### config.mk
export PLATFORM = sky130hd
export DESIGN_NAME = ltssm_config_multilane
export DESIGN_NICKNAME = d
export VERILOG_FILES = /design/src/rtl/ltssm_config_multilane.sv
export SDC_FILE = /design/constraint.sdc
export NUM_CORES = 1
export LEC_CHECK = 0
export ABC_AREA = 0
export BUFFER_PORTS_ARGS = -buffer_cell sky130_fd_sc_hd__buf_4
export CORE_MARGIN = 2
export CORE_UTILIZATION = 45
export CTS_CLUSTER_SIZE = 40
export DETAILED_ROUTE_END_ITERATION = 12
export GPL_ROUTABILITY_DRIVEN = 0
export PLACE_DENSITY = 0.76
export REMOVE_ABC_BUFFERS = 1
export SLEW_MARGIN = 5
export SYNTH_ARGS = -nofsm -noshare
export SYNTH_HDL_FRONTEND = slang
export SYNTH_SLANG_ARGS = --single-unit
### constraint.sdc
create_clock -name clk_i -period 3.3 [get_ports clk_i]
set_input_delay 0.495 -clock clk_i [delete_from_list [all_inputs] [get_ports clk_i]]
set_output_delay 0.495 -clock clk_i [all_outputs]
set_load 0.1 [all_outputs]
### src/rtl/ltssm_config_multilane.sv
// Multi-lane PCIe LTSSM Configuration sub-state machine: link/lane number
// negotiation, lane reversal detection and the TS2/IDLE exchange to link-up.
module ltssm_config_multilane #(
    parameter int unsigned MAX_NUM_LANES  = 4,
    parameter bit          IS_UPSTREAM    = 1'b1,
    parameter logic [7:0]  LINK_NUM       = 8'h00,
    parameter int unsigned TIMEOUT_CYCLES = 6000000
) (
    input  logic                                   clk_i,
    input  logic                                   rst_i,
    input  logic                                   en_i,
    input  logic [MAX_NUM_LANES-1:0]               lane_detected_i,
    input  logic [MAX_NUM_LANES-1:0]               ts1_valid_i,
    input  logic [MAX_NUM_LANES-1:0]               ts2_valid_i,
    input  logic [MAX_NUM_LANES-1:0]               idle_valid_i,
    input  logic [MAX_NUM_LANES*8-1:0]             link_num_i,
    input  logic [MAX_NUM_LANES*8-1:0]             lane_num_i,
    input  logic                                   ts_sent_i,
    input  logic                                   idle_sent_i,
    output logic [1:0]                             tx_type_o,
    output logic [7:0]                             tx_link_num_o,
    output logic                                   tx_lane_pad_o,
    output logic [MAX_NUM_LANES-1:0]               lane_active_o,
    output logic [$clog2(MAX_NUM_LANES+1)-1:0]     link_width_o,
    output logic                                   lane_reversed_o,
    output logic [2:0]                             state_o,
    output logic                                   success_o,
    output logic                                   error_o
);

    localparam int unsigned N     = MAX_NUM_LANES;
    localparam int unsigned W     = $clog2(MAX_NUM_LANES + 1);
    localparam int          LOG_N = $clog2(MAX_NUM_LANES);
    localparam int unsigned TMO_W = 24;
    localparam logic [TMO_W-1:0] TMO_LAST = TMO_W'(TIMEOUT_CYCLES - 1);
    localparam logic [7:0] PAD = 8'hF7;

    localparam logic [1:0] TX_NONE = 2'd0;
    localparam logic [1:0] TX_TS1  = 2'd1;
    localparam logic [1:0] TX_TS2  = 2'd2;
    localparam logic [1:0] TX_IDLE = 2'd3;

    localparam logic [3:0] RX_TARGET = 4'd8;
    localparam logic [4:0] TX_TARGET = 5'd16;

    typedef enum logic [2:0] {
        S_IDLE      = 3'd0,
        S_LW_START  = 3'd1,
        S_LW_ACCEPT = 3'd2,
        S_LN_WAIT   = 3'd3,
        S_LN_ACCEPT = 3'd4,
        S_COMPLETE  = 3'd5,
        S_CFG_IDLE  = 3'd6,
        S_DONE      = 3'd7
    } state_e;

    state_e                 state_q, state_d;
    logic [7:0]             link_q, link_d;
    logic                   retry_q, retry_d;
    logic [N-1:0]           seen_q, seen_d;
    logic [N-1:0][7:0]      lnum_q, lnum_d;
    logic [3:0]             rx_cnt_q, rx_cnt_d;
    logic [4:0]             tx_cnt_q, tx_cnt_d;
    logic [TMO_W-1:0]       tmo_q, tmo_d;
    logic [1:0]             tx_type_q, tx_type_d;
    logic [7:0]             tx_link_q, tx_link_d;
    logic                   tx_pad_q, tx_pad_d;
    logic [N-1:0]           act_q, act_d;
    logic [W-1:0]           width_q, width_d;
    logic                   rev_q, rev_d;
    logic                   success_q, success_d;
    logic                   error_q, error_d;

    logic [N-1:0][7:0]      rx_link;
    logic [N-1:0][7:0]      rx_lane;
    logic [N-1:0]           q_start, q_acc, q_lane, link_ok;
    logic [7:0]             cap_link;
    logic [W-1:0]           k_cnt, k_width;
    logic [N-1:0]           k_mask;
    logic                   k_run;
    logic                   norm_ok, rev_ok;
    logic                   all_ts2, all_idle, any_ts1_act, any_ts_act;

    assign rx_link = link_num_i;
    assign rx_lane = lane_num_i;

    // Per-lane qualification terms and the derived link-width / lane-number checks
    always_comb begin
        cap_link = PAD;
        for (int i = 0; i < int'(N); i++) begin
            q_start[i] = lane_detected_i[i] & ts1_valid_i[i] &
                         (IS_UPSTREAM ? (rx_link[i] != PAD) : (rx_link[i] == LINK_NUM));
            link_ok[i] = (rx_link[i] == link_q);
            q_acc[i]   = lane_detected_i[i] & ts1_valid_i[i] & link_ok[i];
            q_lane[i]  = (ts1_valid_i[i] | ts2_valid_i[i]) & (rx_lane[i] != PAD);
        end
        // Descending scan so the lowest qualifying lane wins
        for (int i = int'(N) - 1; i >= 0; i--) begin
            if (q_start[i]) cap_link = rx_link[i];
        end

        k_cnt = '0;
        k_run = 1'b1;
        for (int i = 0; i < int'(N); i++) begin
            if (k_run && q_acc[i]) k_cnt = k_cnt + W'(1);
            else                   k_run = 1'b0;
        end
        k_width = '0;
        for (int j = 0; j <= LOG_N; j++) begin
            if ((1 << j) <= int'(k_cnt)) k_width = W'(1 << j);
        end
        for (int i = 0; i < int'(N); i++) begin
            k_mask[i] = (i < int'(k_width));
        end

        norm_ok = 1'b1;
        rev_ok  = (width_q > W'(1));
        for (int i = 0; i < int'(N); i++) begin
            if (act_q[i]) begin
                if (lnum_q[i] != 8'(i)) norm_ok = 1'b0;
                if (lnum_q[i] != (8'(width_q) - 8'(i) - 8'd1)) rev_ok = 1'b0;
            end
        end

        all_ts2     = ((ts2_valid_i & link_ok & act_q) == act_q);
        all_idle    = ((idle_valid_i & act_q) == act_q);
        any_ts1_act = |(ts1_valid_i & act_q);
        any_ts_act  = |((ts1_valid_i | ts2_valid_i) & act_q);
    end

    // Next-state, counters and registered-output values
    always_comb begin
        state_d   = state_q;
        link_d    = link_q;
        retry_d   = retry_q;
        seen_d    = seen_q;
        lnum_d    = lnum_q;
        rx_cnt_d  = rx_cnt_q;
        tx_cnt_d  = tx_cnt_q;
        tmo_d     = tmo_q;
        act_d     = act_q;
        width_d   = width_q;
        rev_d     = rev_q;
        tx_type_d = tx_type_q;
        tx_link_d = tx_link_q;
        tx_pad_d  = tx_pad_q;
        success_d = 1'b0;
        error_d   = 1'b0;

        if (state_q != S_IDLE && state_q != S_DONE && tmo_q != '1) begin
            tmo_d = tmo_q + TMO_W'(1);
        end

        case (state_q)
            S_IDLE: begin
                if (en_i) state_d = S_LW_START;
            end
            S_LW_START: begin
                if (|q_start) begin
                    link_d  = cap_link;
                    state_d = S_LW_ACCEPT;
                end
            end
            S_LW_ACCEPT: begin
                if (k_cnt != '0) begin
                    width_d = k_width;
                    act_d   = k_mask;
                    state_d = S_LN_WAIT;
                end
            end
            S_LN_WAIT: begin
                for (int i = 0; i < int'(N); i++) begin
                    if (q_lane[i]) begin
                        seen_d[i] = 1'b1;
                        lnum_d[i] = rx_lane[i];
                    end
                end
                if ((seen_d & act_q) == act_q) state_d = S_LN_ACCEPT;
            end
            S_LN_ACCEPT: begin
                if (norm_ok) begin
                    rev_d   = 1'b0;
                    state_d = S_COMPLETE;
                end else if (rev_ok) begin
                    rev_d   = 1'b1;
                    state_d = S_COMPLETE;
                end else if (!retry_q) begin
                    retry_d = 1'b1;
                    state_d = S_LW_START;
                end else begin
                    error_d = 1'b1;
                    state_d = S_IDLE;
                end
            end
            S_COMPLETE: begin
                if (any_ts1_act)                            rx_cnt_d = '0;
                else if (all_ts2 && rx_cnt_q != RX_TARGET)  rx_cnt_d = rx_cnt_q + 4'd1;
                if (rx_cnt_q == RX_TARGET && ts_sent_i && tx_cnt_q != TX_TARGET) begin
                    tx_cnt_d = tx_cnt_q + 5'd1;
                    if (tx_cnt_d == TX_TARGET) state_d = S_CFG_IDLE;
                end
            end
            S_CFG_IDLE: begin
                if (any_ts_act)                              rx_cnt_d = '0;
                else if (all_idle && rx_cnt_q != RX_TARGET)  rx_cnt_d = rx_cnt_q + 4'd1;
                if (rx_cnt_q == RX_TARGET && idle_sent_i && tx_cnt_q != TX_TARGET) begin
                    tx_cnt_d = tx_cnt_q + 5'd1;
                    if (tx_cnt_d == TX_TARGET) state_d = S_DONE;
                end
            end
            S_DONE: begin
            end
            default: state_d = S_IDLE;
        endcase

        if (state_q != S_IDLE && state_q != S_DONE && tmo_q == TMO_LAST) begin
            error_d = 1'b1;
            state_d = S_IDLE;
        end

        // Dropping enable is an orderly abort, never an error
        if (!en_i) begin
            error_d = 1'b0;
            state_d = S_IDLE;
        end

        if (state_d != state_q) begin
            tmo_d    = '0;
            rx_cnt_d = '0;
            tx_cnt_d = '0;
            seen_d   = '0;
        end

        if (state_d == S_IDLE) begin
            act_d   = '0;
            width_d = '0;
            rev_d   = 1'b0;
            retry_d = 1'b0;
            link_d  = PAD;
        end

        // Transmit controls follow the state being entered
        case (state_d)
            S_IDLE: begin
                tx_type_d = TX_NONE;
                tx_link_d = PAD;
                tx_pad_d  = 1'b1;
            end
            S_LW_START: begin
                tx_type_d = TX_TS1;
                tx_link_d = IS_UPSTREAM ? PAD : LINK_NUM;
                tx_pad_d  = 1'b1;
            end
            S_LW_ACCEPT: begin
                tx_type_d = TX_TS1;
                tx_link_d = link_d;
                tx_pad_d  = 1'b1;
            end
            S_LN_WAIT, S_LN_ACCEPT: begin
                tx_type_d = TX_TS1;
                tx_link_d = link_d;
                tx_pad_d  = 1'b0;
            end
            S_COMPLETE: begin
                tx_type_d = TX_TS2;
                tx_link_d = link_d;
                tx_pad_d  = 1'b0;
            end
            S_CFG_IDLE: begin
                tx_type_d = TX_IDLE;
                tx_link_d = link_d;
                tx_pad_d  = 1'b0;
            end
            default: begin
                tx_type_d = TX_NONE;
                success_d = 1'b1;
            end
        endcase
    end

    always_ff @(posedge clk_i or posedge rst_i) begin
        if (rst_i) begin
            state_q   <= S_IDLE;
            link_q    <= PAD;
            retry_q   <= 1'b0;
            seen_q    <= '0;
            lnum_q    <= '0;
            rx_cnt_q  <= '0;
            tx_cnt_q  <= '0;
            tmo_q     <= '0;
            act_q     <= '0;
            width_q   <= '0;
            rev_q     <= 1'b0;
            tx_type_q <= TX_NONE;
            tx_link_q <= PAD;
            tx_pad_q  <= 1'b1;
            success_q <= 1'b0;
            error_q   <= 1'b0;
        end else begin
            state_q   <= state_d;
            link_q    <= link_d;
            retry_q   <= retry_d;
            seen_q    <= seen_d;
            lnum_q    <= lnum_d;
            rx_cnt_q  <= rx_cnt_d;
            tx_cnt_q  <= tx_cnt_d;
            tmo_q     <= tmo_d;
            act_q     <= act_d;
            width_q   <= width_d;
            rev_q     <= rev_d;
            tx_type_q <= tx_type_d;
            tx_link_q <= tx_link_d;
            tx_pad_q  <= tx_pad_d;
            success_q <= success_d;
            error_q   <= error_d;
        end
    end

    assign tx_type_o       = tx_type_q;
    assign tx_link_num_o   = tx_link_q;
    assign tx_lane_pad_o   = tx_pad_q;
    assign lane_active_o   = act_q;
    assign link_width_o    = width_q;
    assign lane_reversed_o = rev_q;
    assign state_o         = state_q;
    assign success_o       = success_q;
    assign error_o         = error_q;

endmodule

==> results of run 1 <==
==> final timing paths <==
check,startpoint,depth (start not counted),slack (ns),endpoint
setup / recovery,link_width_o[0]$_DFFE_PP0P_,13,0.23,tmo_q[22]$_DFFE_PP0P_
hold / removal,rst_i,2,0.26,tmo_q[6]$_DFFE_PP0P_
setup reg to reg,link_width_o[0]$_DFFE_PP0P_,13,0.23,tmo_q[22]$_DFFE_PP0P_
hold reg to reg,tx_lane_pad_o$_DFFE_PP1P_,1,0.49,tx_lane_pad_o$_DFFE_PP1P_
max in group asynchronous,rst_i,3,2.23,lnum_q[25]$_DFFE_PP0P_
min in group clk_i,lane_num_i[19],2,0.38,lnum_q[19]$_DFFE_PP0P_
==> sequential cells by signal (all words and copies together), names as in the netlist <==
name / count
lane_reversed_o: 1
seen_q: 4
link_q: 8
success_o: 1
tx_cnt_q: 5
tmo_q: 24
retry_q: 1
lnum_q: 32
rx_cnt_q: 4
state_o: 3
tx_link_num_o: 8
link_width_o: 2
tx_type_o: 2
error_o: 1
lane_active_o: 3
tx_lane_pad_o: 1
==> worst register-to-register path, stage by stage, from the launching register on <==
cell	delay [ns]
dfrtp_1	0.35
inv_1	0.11
ha_1	0.25
fa_1	0.51
xor2_1	0.16
nand3_1	0.09
nor3_1	0.18
nand4_1	0.23
a211oi_4	0.36
nor3_4	0.10
o31ai_4	0.20
buf_4	0.16
buf_12	0.16
nor3_1	0.09
==> cells by family after synthesis <==
kind of cell               Yosys count  share of synthesized area
xor gates and xnor gates            70                     0.0925
adders and majority gates           15                     0.0294
muxes                               40                     0.0666
DFF                                100                      0.380
and+or+nand+nor                    272                      0.248
buffers and inverters               57                     0.0442
AOI/OAI and AO/OA                  125                      0.139
==> layer usage <==
metal | GRT usage | vias up | part of all wire
met1 | 0.282 | 2709 | 0.44
met5 | 0 | - | 0
met2 | 0.349 | 186 | 0.48
li1 | - | 2688 | -
met3 | 0.0484 | 31 | 0.058
met4 | 0.0686 | 0 | 0.021
==> layout make-up <==
cell class                 count  area share
multi-input combinational    522       0.478
inverter                      22      0.0106
clock inverter                 7      0.0114
sequential                   100       0.314
tap                          184      0.0287
timing repair buffer         132       0.129
clock buffer                   9      0.0280
==> cell usage after synthesis, types with 11 or more instances <==
cell / count
o21ai_0: 15
inv_1: 22
a211oi_1: 11
dfrtp_1: 85
nand4_1: 20
nor3_2: 29
a31oi_1: 11
xor2_1: 47
a21oi_1: 20
mux2_2: 33
clkbuf_1: 11
nor2_1: 39
nand3_1: 16
buf_2: 12
nand2_1: 52
dfstp_2: 15
xnor2_1: 23
nor3_1: 23
ha_1: 14
nor4_1: 14
==> stage by stage <==
step	worst slack, ns	power, mW
after global placement	0.179	3.15
after global routing	0.00128	4.60
after floorplan	-3.09	2.71
after detailed placement	0.112	3.19
final	0.231	4.36
after CTS	0.0912	4.32
==> power groups by stage <==
stage | Combinational [mW] | Clock, mW | Sequential [mW]
5_1_grt | 1.57 | 1.20 | 1.83
3_5_place_dp | 1.38 | 0 | 1.80
2_1_floorplan | 0.810 | 0 | 1.90
3_3_place_gp | 1.37 | 0 | 1.79
4_1_cts | 1.39 | 1.15 | 1.78
6_report | 1.45 | 1.12 | 1.78
==> what timing repair did <==
item / 4_1_cts / 5_1_grt
buffers inserted: 0 / 2
resized for setup: 0 / 5
hold buffers: 0 / 0
setup endpoints to repair: 0 / 58
==> summary.md, run 1 <==
| Metric | Value |
|---|---|
| # DRC | `0` |
| Layout cells sized above 1 | `0.326` |
| Max Cap Violations | `0` |
| Sw power | `1.56 mW` |
| Area after DPL | `7640 sq um` |
| Worst-Skew Late Latency | `0.35 ns` |
| CP peak stage delay | `0.51 ns` |
| Core Area | `14500 sq um` |
| Power Density | `542 nW/um^2` |
| Detailed Route Iter0 Violations | `509` |
| Routed length per instance | `17.3 microns` |
| Initial antenna violation count | `0` |
| Reg power frac | `0.410` |
| DR vias | `5614` |
| Htree depth | `3` |
| Worst Path Required | `3.53 ns` |
| Final Hold Fails | `0` |
| Inst Count DP | `956` |
| CTS Buffer Depth | `2` |
| Fmax | `326 MHz` |
| Synthesized cell area | `6630 sq um` |
| Post-DR vias/cell | `5.75` |
| Unrepaired setup endpoints after global routing | `false` |
| Pin count of the biggest net entering global routing | `58` |
| Drt total wl | `16900 microns` |
| Critical path's slowest cell | `fa_1` |
| CP Capture Type | `flip-flop` |
| Die H | `125 microns` |
| Synth top area cells | `dfrtp_1, xor2_1, dfstp_2` |
| Comb power frac | `0.332` |
| Filler instances | `1325` |
| Total track usage | `0.213` |
| LEAKAGE | `3.37 nW` |
| CTS tree | `done` |
| Least-Margin Pin Slew | `0.698 ns` |
| WP data arrival | `3.29 ns` |
| DIE AREA | `15700 sq um` |
| Most frequent cells in the layout | `buf_4, dfrtp_1, nand2_1` |
| FF+latch area | `2520 sq um` |
| Post-DRT Antenna Nets | `0` |
| Clock skew | `0.0101 ns` |
| Worst-path fanout max | `19` |
| Post-synth EDFFs | `0` |
| Sink Count | `100` |
| Hold Path Class | `primary input to async pin` |
| Seq cells post-synth | `100` |
| Vias in the first global route | `5456` |
| Multi-input gate area | `3840 sq um` |
| Fin util | `0.555` |
| Worst hold margin | `0.261 ns` |
| Buffers plus inverters on the worst setup path | `3` |
| Post-DP HPWL | `12600 microns` |
| Syn Area/Cell | `9.76 sq um` |
| Largest delay share family, worst path | `adder cells` |
| Design area | `8030 sq um` |
| Clk network pwr share | `0.258` |
| Final cell count without fillers | `976` |
| Tmin final | `3.07 ns` |
| Syn Inst Count | `679` |
| Switch share | `0.357` |
| Post-synth ARST share | `1.00` |
| PortBufs | `108` |
| Slew margin rel. | `0.535` |
| Cells along the critical path | `inv_1 -> ha_1 -> fa_1 -> xor2_1 -> nand3_1 -> nor3_1 -> nand4_1 -> a211oi_4 -> nor3_4 -> o31ai_4 -> buf_4 -> buf_12 -> nor3_1` |
| Setup TNS | `0 ns` |
| Crit path kind | `flip-flop to flip-flop` |
| Fin nets | `887` |
| Status | `finished, final reports clean` |
| Drt first pass iters | `6` |
| Commonest non-fill, non-tap cell in the layout | `buf_4` |
| Site row count | `44` |
| CTS Root Cell | `clkbuf_16` |
| Setup Viol. Count Final | `0` |
| Fin crit share | `0.930` |
| Max-slew violations | `0` |
| I/O pin total | `109` |
| Sequential area share after synthesis | `0.380` |
| Worst VDD drop | `0.392 mV` |
| Total internal power | `2.80 mW` |
| Top cell type's share of synthesized area | `0.321` |
| Grt ovf | `0` |
| CTS clk-pin slew, worst paths | `0.07 ns` |
| Startpoint types | `flip-flop` |
| Inserted Diodes | `0` |
| First-pass GRT wire length | `27300 microns` |
| Area Growth Syn to Fin | `21.2%` |
| Top_reg_cell synth | `dfrtp_1` |
| Synth area leader | `dfrtp_1` |
| Initial Util | `0.458` |
| Unique masters post-synth | `75` |
| Crit path top cell by count | `nor3_1` |
| Die width | `125 microns` |
| CTS Buf Count | `9` |
| Ys Warns | `0` |
(Power assumes the default switching activity.)
==> run 2, diff against run 1 <==
--- a/config.mk
+++ b/config.mk
@@ -9,6 +9,7 @@
 export BUFFER_PORTS_ARGS = -buffer_cell sky130_fd_sc_hd__buf_4
 export CORE_MARGIN = 2
 export CORE_UTILIZATION = 45
+export CTS_BUF_LIST = sky130_fd_sc_hd__clkbuf_8
 export CTS_CLUSTER_SIZE = 40
 export DETAILED_ROUTE_END_ITERATION = 12
 export GPL_ROUTABILITY_DRIVEN = 0
==> run 2 against run 1 <==
Net effect: first-iteration DRC count increased by 0.98%; via count decreased by 0.71%; clock skew rose by 0.0011 ns; die area is the same; routed wire length decreased by 0.38%; critical path depth decreased by 1.
==> summary.md, run 2 (synthesis gave the netlist of run 1 again) <==
| Metric | Value |
|---|---|
| Htree depth | `3 (unchanged)` |
| Routed length per instance | `17.3 microns (about the same)` |
| Worst Setup SP | `link_width_o[0]$_DFFE_PP0P_ (unchanged)` |
| Unrepaired setup endpoints after global routing | `true (was false)` |
| Setup Viol. Count Final | `0 (unchanged)` |
| Area after DPL | `7640 sq um (unchanged)` |
| Area Growth Syn to Fin | `19.9% (was 21.2%)` |
| Worst-Skew Late Latency | `0.38 ns (was 0.35 ns)` |
| Die width | `125 microns (unchanged)` |
| # DRC | `0 (unchanged)` |
| Drt first pass iters | `5 (was 6)` |
| Tot Pwr | `4.11 mW (was 4.36 mW)` |
| Fmax | `315 MHz (was 326 MHz)` |
| Total track usage | `0.211 (was 0.213)` |
| Post-DP HPWL | `12600 microns (unchanged)` |
| Commonest non-fill, non-tap cell in the layout | `buf_4 (unchanged)` |
| CTS clk-pin slew, worst paths | `0.09 ns (was 0.07 ns)` |
| Top Registers | `lnum_q (32), tmo_q (24) (unchanged)` |
| Max FFs per register | `32 (unchanged)` |
| Most frequent cells in the layout | `buf_4, dfrtp_1, nand2_1 (unchanged)` |
| Final cell count without fillers | `975 (was 976)` |
| Fin nets | `886 (was 887)` |
| Die H | `125 microns (unchanged)` |
| Largest Register | `lnum_q (unchanged)` |
| Power Density | `517 nW/um^2 (was 542 nW/um^2)` |
| Worst-path fanout max | `18 (was 19)` |
| Inserted Diodes | `0 (unchanged)` |
| Least-Margin Pin Slew | `0.699 ns (was 0.698 ns)` |
| Design area | `7950 sq um (was 8030 sq um)` |
| Dpl ws | `0.112 ns (unchanged)` |
| Hold buffers post-CTS | `0 (unchanged)` |
| CTS Buf Count | `9 (unchanged)` |
| Detailed Route Iter0 Violations | `514 (was 509)` |
| Worst VDD drop | `0.326 mV (was 0.392 mV)` |
| Sink Count | `100 (unchanged)` |
| WP depth | `12 (was 13)` |
| CTS Buffer Depth | `2 (unchanged)` |
| Core Area | `14500 sq um (unchanged)` |
| Worst Reg-to-Reg Cells | `12 (was 13)` |
| Max Cap Violations | `0 (unchanged)` |
| DR vias | `5574 (was 5614)` |
| CTS Root Cell | `clkbuf_8 (was clkbuf_16)` |
| WP data arrival | `3.45 ns (was 3.29 ns)` |
| Tmin final | `3.17 ns (was 3.07 ns)` |
| CP Capture Type | `flip-flop (unchanged)` |
| Initial Util | `0.458 (unchanged)` |
| Pin count of the biggest net entering global routing | `58 (unchanged)` |
| R2r setup slk | `0.13 ns (was 0.23 ns)` |
| Post-DR vias/cell | `5.72 (was 5.75)` |
| Site row count | `44 (unchanged)` |
| Final Hold Fails | `0 (unchanged)` |
| DIE AREA | `15700 sq um (unchanged)` |
| Largest delay share family, worst path | `simple AND/OR/NAND/NOR gates (was adder cells)` |
| First-pass GRT wire length | `27100 microns (was 27300 microns)` |
| Max-slew violations | `0 (unchanged)` |
| Worst hold margin | `0.223 ns (was 0.261 ns)` |
| Slew margin rel. | `0.534 (was 0.535)` |
| Vias in the first global route | `5370 (was 5456)` |
| LEAKAGE | `3.33 nW (was 3.37 nW)` |
| Hold Path Class | `primary input to async pin (unchanged)` |
| PnR worst setup slack | `0.125 ns (was 0.231 ns)` |
| Clock skew | `0.0111 ns (was 0.0101 ns)` |
| Inst Count DP | `956 (unchanged)` |
| Status | `finished, final reports clean (unchanged)` |
| CTS tree | `done (unchanged)` |
| Grt ovf | `0 (unchanged)` |
| Startpoint types | `flip-flop (unchanged)` |
| Initial antenna violation count | `0 (unchanged)` |
| PortBufs | `108 (unchanged)` |
| Filler instances | `1328 (was 1325)` |
| Critical path's slowest cell | `dfrtp_1 (was fa_1)` |
| Reg2reg end | `tmo_q[13]$_DFFE_PP0P_ (was tmo_q[22]$_DFFE_PP0P_)` |
| Layout cells sized above 1 | `0.326 (about the same)` |
| Post-DRT Antenna Nets | `0 (unchanged)` |
| Worst Path Required | `3.57 ns (was 3.53 ns)` |
| Buffers plus inverters on the worst setup path | `3 (unchanged)` |
| CP peak stage delay | `0.36 ns (was 0.51 ns)` |
| Drt total wl | `16800 microns (was 16900 microns)` |
| Fin crit share | `0.962 (was 0.930)` |
| Reg-to-Reg Start | `link_width_o[0]$_DFFE_PP0P_ (unchanged)` |
| Cells along the critical path | `buf_4 -> ha_1 -> and3b_1 -> or3_1 -> a221oi_2 -> nand4_1 -> a211oi_4 -> nor3_4 -> o31ai_4 -> buf_12 -> clkbuf_16 -> nor3_2 (was inv_1 -> ha_1 -> fa_1 -> xor2_1 -> nand3_1 -> nor3_1 -> nand4_1 -> a211oi_4 -> nor3_4 -> o31ai_4 -> buf_4 -> buf_12 -> nor3_1)` |
| Crit path kind | `flip-flop to flip-flop (unchanged)` |
| I/O pin total | `109 (unchanged)` |
-- run 2: changes by cell type in the layout (fill, tap and decap cells not counted), sizes merged --
cell and delta:
buf -2, clkbuf +1
-- run 2: per-layer routing --
| layer | global-route usage | wire length, microns |
|---|---|---|
| met1 | 0.280 | 7360 |
| met3 | 0.0466 | 1030 |
| met4 | 0.0614 | 335 |
| met5 | 0 | 0 |
| met2 | 0.349 | 8110 |
-- run 2: per-stage QoR --
step                utilization  setup TNS [ns]
floorplan                     -         -172.46
global placement          0.528               0
detailed placement        0.528               0
CTS                       0.542               0
global route              0.549          -0.348
finish                    0.549               0
-- run 2: layout make-up --
cell class | instances | area, sq um | share of cell area
Multi-Input combinational cell | 522 | 3840 | 0.483
Tap cell | 184 | 230 | 0.0290
Sequential cell | 100 | 2520 | 0.317
Inverter | 22 | 85.1 | 0.0107
Clock buffer | 9 | 124 | 0.0156
Timing Repair Buffer | 131 | 1060 | 0.133
Clock inverter | 7 | 91.3 | 0.0115
-- run 2: worst max-delay path by stage --
stage	to
floorplan	tmo_q[20]$_DFFE_PP0P_
global placement	tmo_q[20]$_DFFE_PP0P_
detailed placement	tmo_q[22]$_DFFE_PP0P_
CTS	tmo_q[22]$_DFFE_PP0P_
global route	tmo_q[10]$_DFFE_PP0P_
finish	tmo_q[13]$_DFFE_PP0P_
-- run 2: repair_timing --
item	in CTS	in global routing
buffers inserted	0	1
gates resized for setup	0	6
endpoints found under the setup margin	0	59
-- run 2: power breakdown --
group	switching, mW	internal [mW]
clock network	0.432	0.424
registers	0.279	1.51
logic	0.822	0.645
-- run 2: worst reg2reg max path: stages (launching register included) --
cell	delay, ns
dfrtp_1	0.36
buf_4	0.21
ha_1	0.28
and3b_1	0.22
or3_1	0.36
a221oi_2	0.24
nand4_1	0.23
a211oi_4	0.36
nor3_4	0.10
o31ai_4	0.28
buf_12	0.16
clkbuf_16	0.20
nor3_2	0.07
==> run 3, diff against run 2 <==
--- a/config.mk
+++ b/config.mk
@@ -5,7 +5,7 @@
 export SDC_FILE = /design/constraint.sdc
 export NUM_CORES = 1
 export LEC_CHECK = 0
-export ABC_AREA = 0
+export ABC_AREA = 1
 export BUFFER_PORTS_ARGS = -buffer_cell sky130_fd_sc_hd__buf_4
 export CORE_MARGIN = 2
 export CORE_UTILIZATION = 45
@@ -15,7 +15,6 @@
 export GPL_ROUTABILITY_DRIVEN = 0
 export PLACE_DENSITY = 0.76
 export REMOVE_ABC_BUFFERS = 1
-export SLEW_MARGIN = 5
 export SYNTH_ARGS = -nofsm -noshare
 export SYNTH_HDL_FRONTEND = slang
 export SYNTH_SLANG_ARGS = --single-unit
==> constraint.sdc (replaced) <==
create_clock -name clk_i -period 2.6 [get_ports clk_i]
set_input_delay 0.39 -clock clk_i [delete_from_list [all_inputs] [get_ports clk_i]]
set_output_delay 0.39 -clock clk_i [all_outputs]
set_load 0.1 [all_outputs]
==> run 3 against run 2 <==
Net effect: the flow now finishes with violations (setup timing); via count increased by 16%; register-to-register slack got worse by 0.27 ns; sequential cell count unchanged; maximum frequency grew 16%; core utilization increased by 2.8 points; routed wire length increased by 6.6%; global-route usage rose by 2.3 points; die area grew 0.22%; critical path depth rose by 10; critical endpoint is now retry_q$_DFFE_PP0P_; largest cell class unchanged; largest power group unchanged.
==> summary.md, run 3 <==
| Metric | Value |
|---|---|
| DIE AREA | `15800 sq um (was 15700 sq um)` |
| CP peak stage delay | `0.50 ns (was 0.36 ns)` |
| Area Growth Syn to Fin | `25.8% (was 19.9%)` |
| Sink Count | `100 (unchanged)` |
| Ys Warns | `0 (unchanged)` |
| Clk network pwr share | `0.206 (was 0.208)` |
| Commonest cells in the netlist | `nand2_1, inv_1, nor2_1 (was dfrtp_1, nand2_1, xor2_1)` |
| Site row count | `44 (unchanged)` |
| PortBufs | `108 (unchanged)` |
| Sw power | `2.05 mW (was 1.53 mW)` |
| Top-count cell post-synth | `nand2_1 (was dfrtp_1)` |
| Failing checks | `setup timing` |
| Initial antenna violation count | `0 (unchanged)` |
| Worst VDD drop | `0.329 mV (was 0.326 mV)` |
| Total track usage | `0.234 (was 0.211)` |
| Largest Register | `lnum_q (unchanged)` |
| Unrepaired setup endpoints after global routing | `true (unchanged)` |
| Largest delay share family, worst path | `buffers and inverters (was simple AND/OR/NAND/NOR gates)` |
| Buffers plus inverters on the worst setup path | `9 (was 3)` |
| Detailed Route Iter0 Violations | `533 (was 514)` |
| Post-DP HPWL | `13600 microns (was 12600 microns)` |
| Clock skew | `0.0243 ns (was 0.0111 ns)` |
| Slew margin rel. | `0.667 (was 0.534)` |
| Die H | `126 microns (was 125 microns)` |
| Setup TNS | `-4.54 ns (was 0 ns)` |
| Fin util | `0.577 (was 0.549)` |
| Fin crit share | `1.06 (was 0.962)` |
| CTS Buf Count | `9 (unchanged)` |
| Max-slew violations | `0 (unchanged)` |
| Vias in the first global route | `6262 (was 5370)` |
| Drt first pass iters | `5 (unchanged)` |
| Routed length per instance | `14.5 microns (was 17.3 microns)` |
| CTS Root Cell | `clkbuf_8 (unchanged)` |
| LEAKAGE | `3.97 nW (was 3.33 nW)` |
| Max Cap Violations | `0 (unchanged)` |
| Post-synth ARST share | `1.00 (unchanged)` |
| Syn Area/Cell | `7.30 sq um (was 9.76 sq um)` |
| Tmin final | `2.75 ns (was 3.17 ns)` |
| Unique masters post-synth | `46 (was 75)` |
| Startpoint types | `flip-flop (unchanged)` |
| Top cell type's share of synthesized area | `0.320 (was 0.321)` |
| Final Hold Fails | `0 (unchanged)` |
| Die width | `126 microns (was 125 microns)` |
| DR vias | `6465 (was 5574)` |
| Setup Viol. Count Final | `46 (was 0)` |
| Crit path kind | `flip-flop to flip-flop (unchanged)` |
| Inst Count DP | `1212 (was 956)` |
| Synth area leader | `dfrtp_1 (unchanged)` |
| Post-DRT Antenna Nets | `0 (unchanged)` |
| CP Capture Type | `flip-flop (unchanged)` |
| Worst hold margin | `0.198 ns (was 0.223 ns)` |
| Final cell count without fillers | `1241 (was 975)` |
| Inserted Diodes | `0 (unchanged)` |
| Syn Inst Count | `910 (was 679)` |
| Worst-Skew Late Latency | `0.41 ns (was 0.38 ns)` |
| Switch share | `0.400 (was 0.373)` |
| CTS Buffer Depth | `2 (unchanged)` |
| Reg power frac | `0.418 (was 0.435)` |
| PnR worst setup slack | `-0.147 ns (was 0.125 ns)` |
| # DRC | `0 (unchanged)` |
| Max FFs per register | `32 (unchanged)` |
| Least-Margin Pin Slew | `0.498 ns (was 0.699 ns)` |
| Synth top area cells | `dfrtp_1, nand2_1, inv_1 (was dfrtp_1, xor2_1, dfstp_2)` |
| Hold Path Class | `primary input to flip-flop (was primary input to async pin)` |
| Tot Pwr | `5.12 mW (was 4.11 mW)` |
| Post-DR vias/cell | `5.21 (was 5.72)` |
| Top Registers | `lnum_q (32), tmo_q (24) (unchanged)` |
| Sequential area share after synthesis | `0.379 (was 0.380)` |
| First-pass GRT wire length | `30200 microns (was 27100 microns)` |
| Total internal power | `3.07 mW (was 2.58 mW)` |
| Crit path top cell by count | `buf_4` |
| Worst-path fanout max | `3 (was 18)` |
| Pin count of the biggest net entering global routing | `75 (was 58)` |
| Layout cells sized above 1 | `0.268 (was 0.326)` |
| Most frequent cells in the layout | `nand2_1, buf_4, inv_1 (was buf_4, dfrtp_1, nand2_1)` |
| Core Area | `14500 sq um (unchanged)` |
| Comb power frac | `0.376 (was 0.357)` |
| Cells along the critical path | `ha_4 -> fa_1 -> inv_1 -> nand2_1 -> nand2_1 -> nand2_1 -> nor2_1 -> nand2_1 -> nor2_2 -> nand3_2 -> nand2_2 -> nand2_4 -> nand3_4 -> buf_4 -> buf_4 -> buf_4 -> buf_4 -> buf_4 -> buf_4 -> inv_1 -> o21ai_1 -> inv_1 (was buf_4 -> ha_1 -> and3b_1 -> or3_1 -> a221oi_2 -> nand4_1 -> a211oi_4 -> nor3_4 -> o31ai_4 -> buf_12 -> clkbuf_16 -> nor3_2)` |
| Drt total wl | `17900 microns (was 16800 microns)` |
| Grt ovf | `0 (unchanged)` |
| Post-synth EDFFs | `0 (unchanged)` |
| Status | `finished, violations left (was finished, final reports clean)` |
| Initial Util | `0.459 (was 0.458)` |
| Power Density | `613 nW/um^2 (was 517 nW/um^2)` |
| Top_reg_cell synth | `dfrtp_1 (unchanged)` |
| Fin nets | `1152 (was 886)` |
| Critical path's slowest cell | `fa_1 (was dfrtp_1)` |
| Synthesized cell area | `6650 sq um (was 6630 sq um)` |
| I/O pin total | `109 (unchanged)` |
| WP data arrival | `3.10 ns (was 3.45 ns)` |
| CTS clk-pin slew, worst paths | `0.12 ns (was 0.09 ns)` |
| Commonest non-fill, non-tap cell in the layout | `nand2_1 (was buf_4)` |
| Fmax | `364 MHz (was 315 MHz)` |
| Seq cells post-synth | `100 (unchanged)` |
| Htree depth | `3 (unchanged)` |
| Worst Path Required | `2.96 ns (was 3.57 ns)` |
| CTS tree | `done (unchanged)` |
[run 3: cell types whose count changed after synthesis, moves of 31 or more]
| cell | delta |
|---|---|
| inv_1 | +95 |
| nand2_1 | +184 |
| nand3_1 | +48 |
| mux2_2 | -33 |
| o21ai_0 | +31 |
| nor2_1 | +47 |
[run 3: logic make-up (layout without fill, tap and decap cells)]
| group | count (synthesis) | after routing | share of synthesized area |
|---|---|---|---|
| compound gates | 108 | 108 | 0.0958 |
| xor+xnor | 59 | 59 | 0.0778 |
| fa+ha+maj | 15 | 15 | 0.0294 |
| buf+inv | 151 | 298 | 0.0951 |
| flops | 100 | 100 | 0.379 |
| simple gates | 477 | 477 | 0.323 |
[run 3: what timing repair did]
item / CTS / global route
hold buffers: 1 / 0
hold endpoints to repair: 26 / 0
setup endpoints to repair: 52 / 65
cloned: 0 / 1
resized for setup: 33 / 20
buffers inserted: 10 / 2
pin swaps: 5 / 5
[run 3: layer usage]
layer | track usage | vias up | part of all wire
met5 | 0 | - | 0
met4 | 0.0830 | 0 | 0.023
met3 | 0.0398 | 35 | 0.052
met2 | 0.376 | 212 | 0.47
met1 | 0.321 | 3030 | 0.46
li1 | - | 3188 | -
[run 3: through the flow]
step	setup WS, ns	area [sq um]
after CTS	-0.0891	8280
final	-0.147	8360
after detailed placement	-0.181	7860
after global placement	-0.0668	7860
after global routing	-0.336	8360
after floorplan	-2.22	6490
[run 3: power groups by stage]
stage / registers [mW] / logic, mW / clock network [mW]
6_report: 2.14 / 1.93 / 1.05
3_3_place_gp: 2.15 / 1.77 / 0
2_1_floorplan: 2.27 / 0.987 / 0
5_1_grt: 2.19 / 2.12 / 1.12
4_1_cts: 2.13 / 1.88 / 1.07
3_5_place_dp: 2.16 / 1.79 / 0
[run 3: tightest hold or removal path, delay by kind of cell]
kind / cells / cell delay (ns)
AND/OR/NAND/NOR: 2 / 0.10
buffers and inverters: 1 / 0.08
[run 3: final cells by class]
type	instances	area [sq um]
timing repair buffer	156	1250
clock inverter	7	75.1
tap	184	230
inverter	126	483
sequential	100	2520
clock buffer	9	124
multi-input combinational	659	3670
fill	1329	6120
[run 3: final timing paths]
check                                            start                            to  slack [ns]  cells past startpoint
setup / recovery           link_width_o[1]$_DFFE_PP0P_           retry_q$_DFFE_PP0P_       -0.15                     22
hold / removal                          lane_num_i[29]        lnum_q[29]$_DFFE_PP0P_        0.20                      3
setup reg to reg           link_width_o[1]$_DFFE_PP0P_           retry_q$_DFFE_PP0P_       -0.15                     22
hold reg to reg              tx_lane_pad_o$_DFFE_PP1P_     tx_lane_pad_o$_DFFE_PP1P_        0.49                      2
max in group asynchronous                        rst_i  tx_link_num_o[5]$_DFFE_PP1P_        1.34                      4
min in group asynchronous                        rst_i         lnum_q[2]$_DFFE_PP0P_        0.52                      3
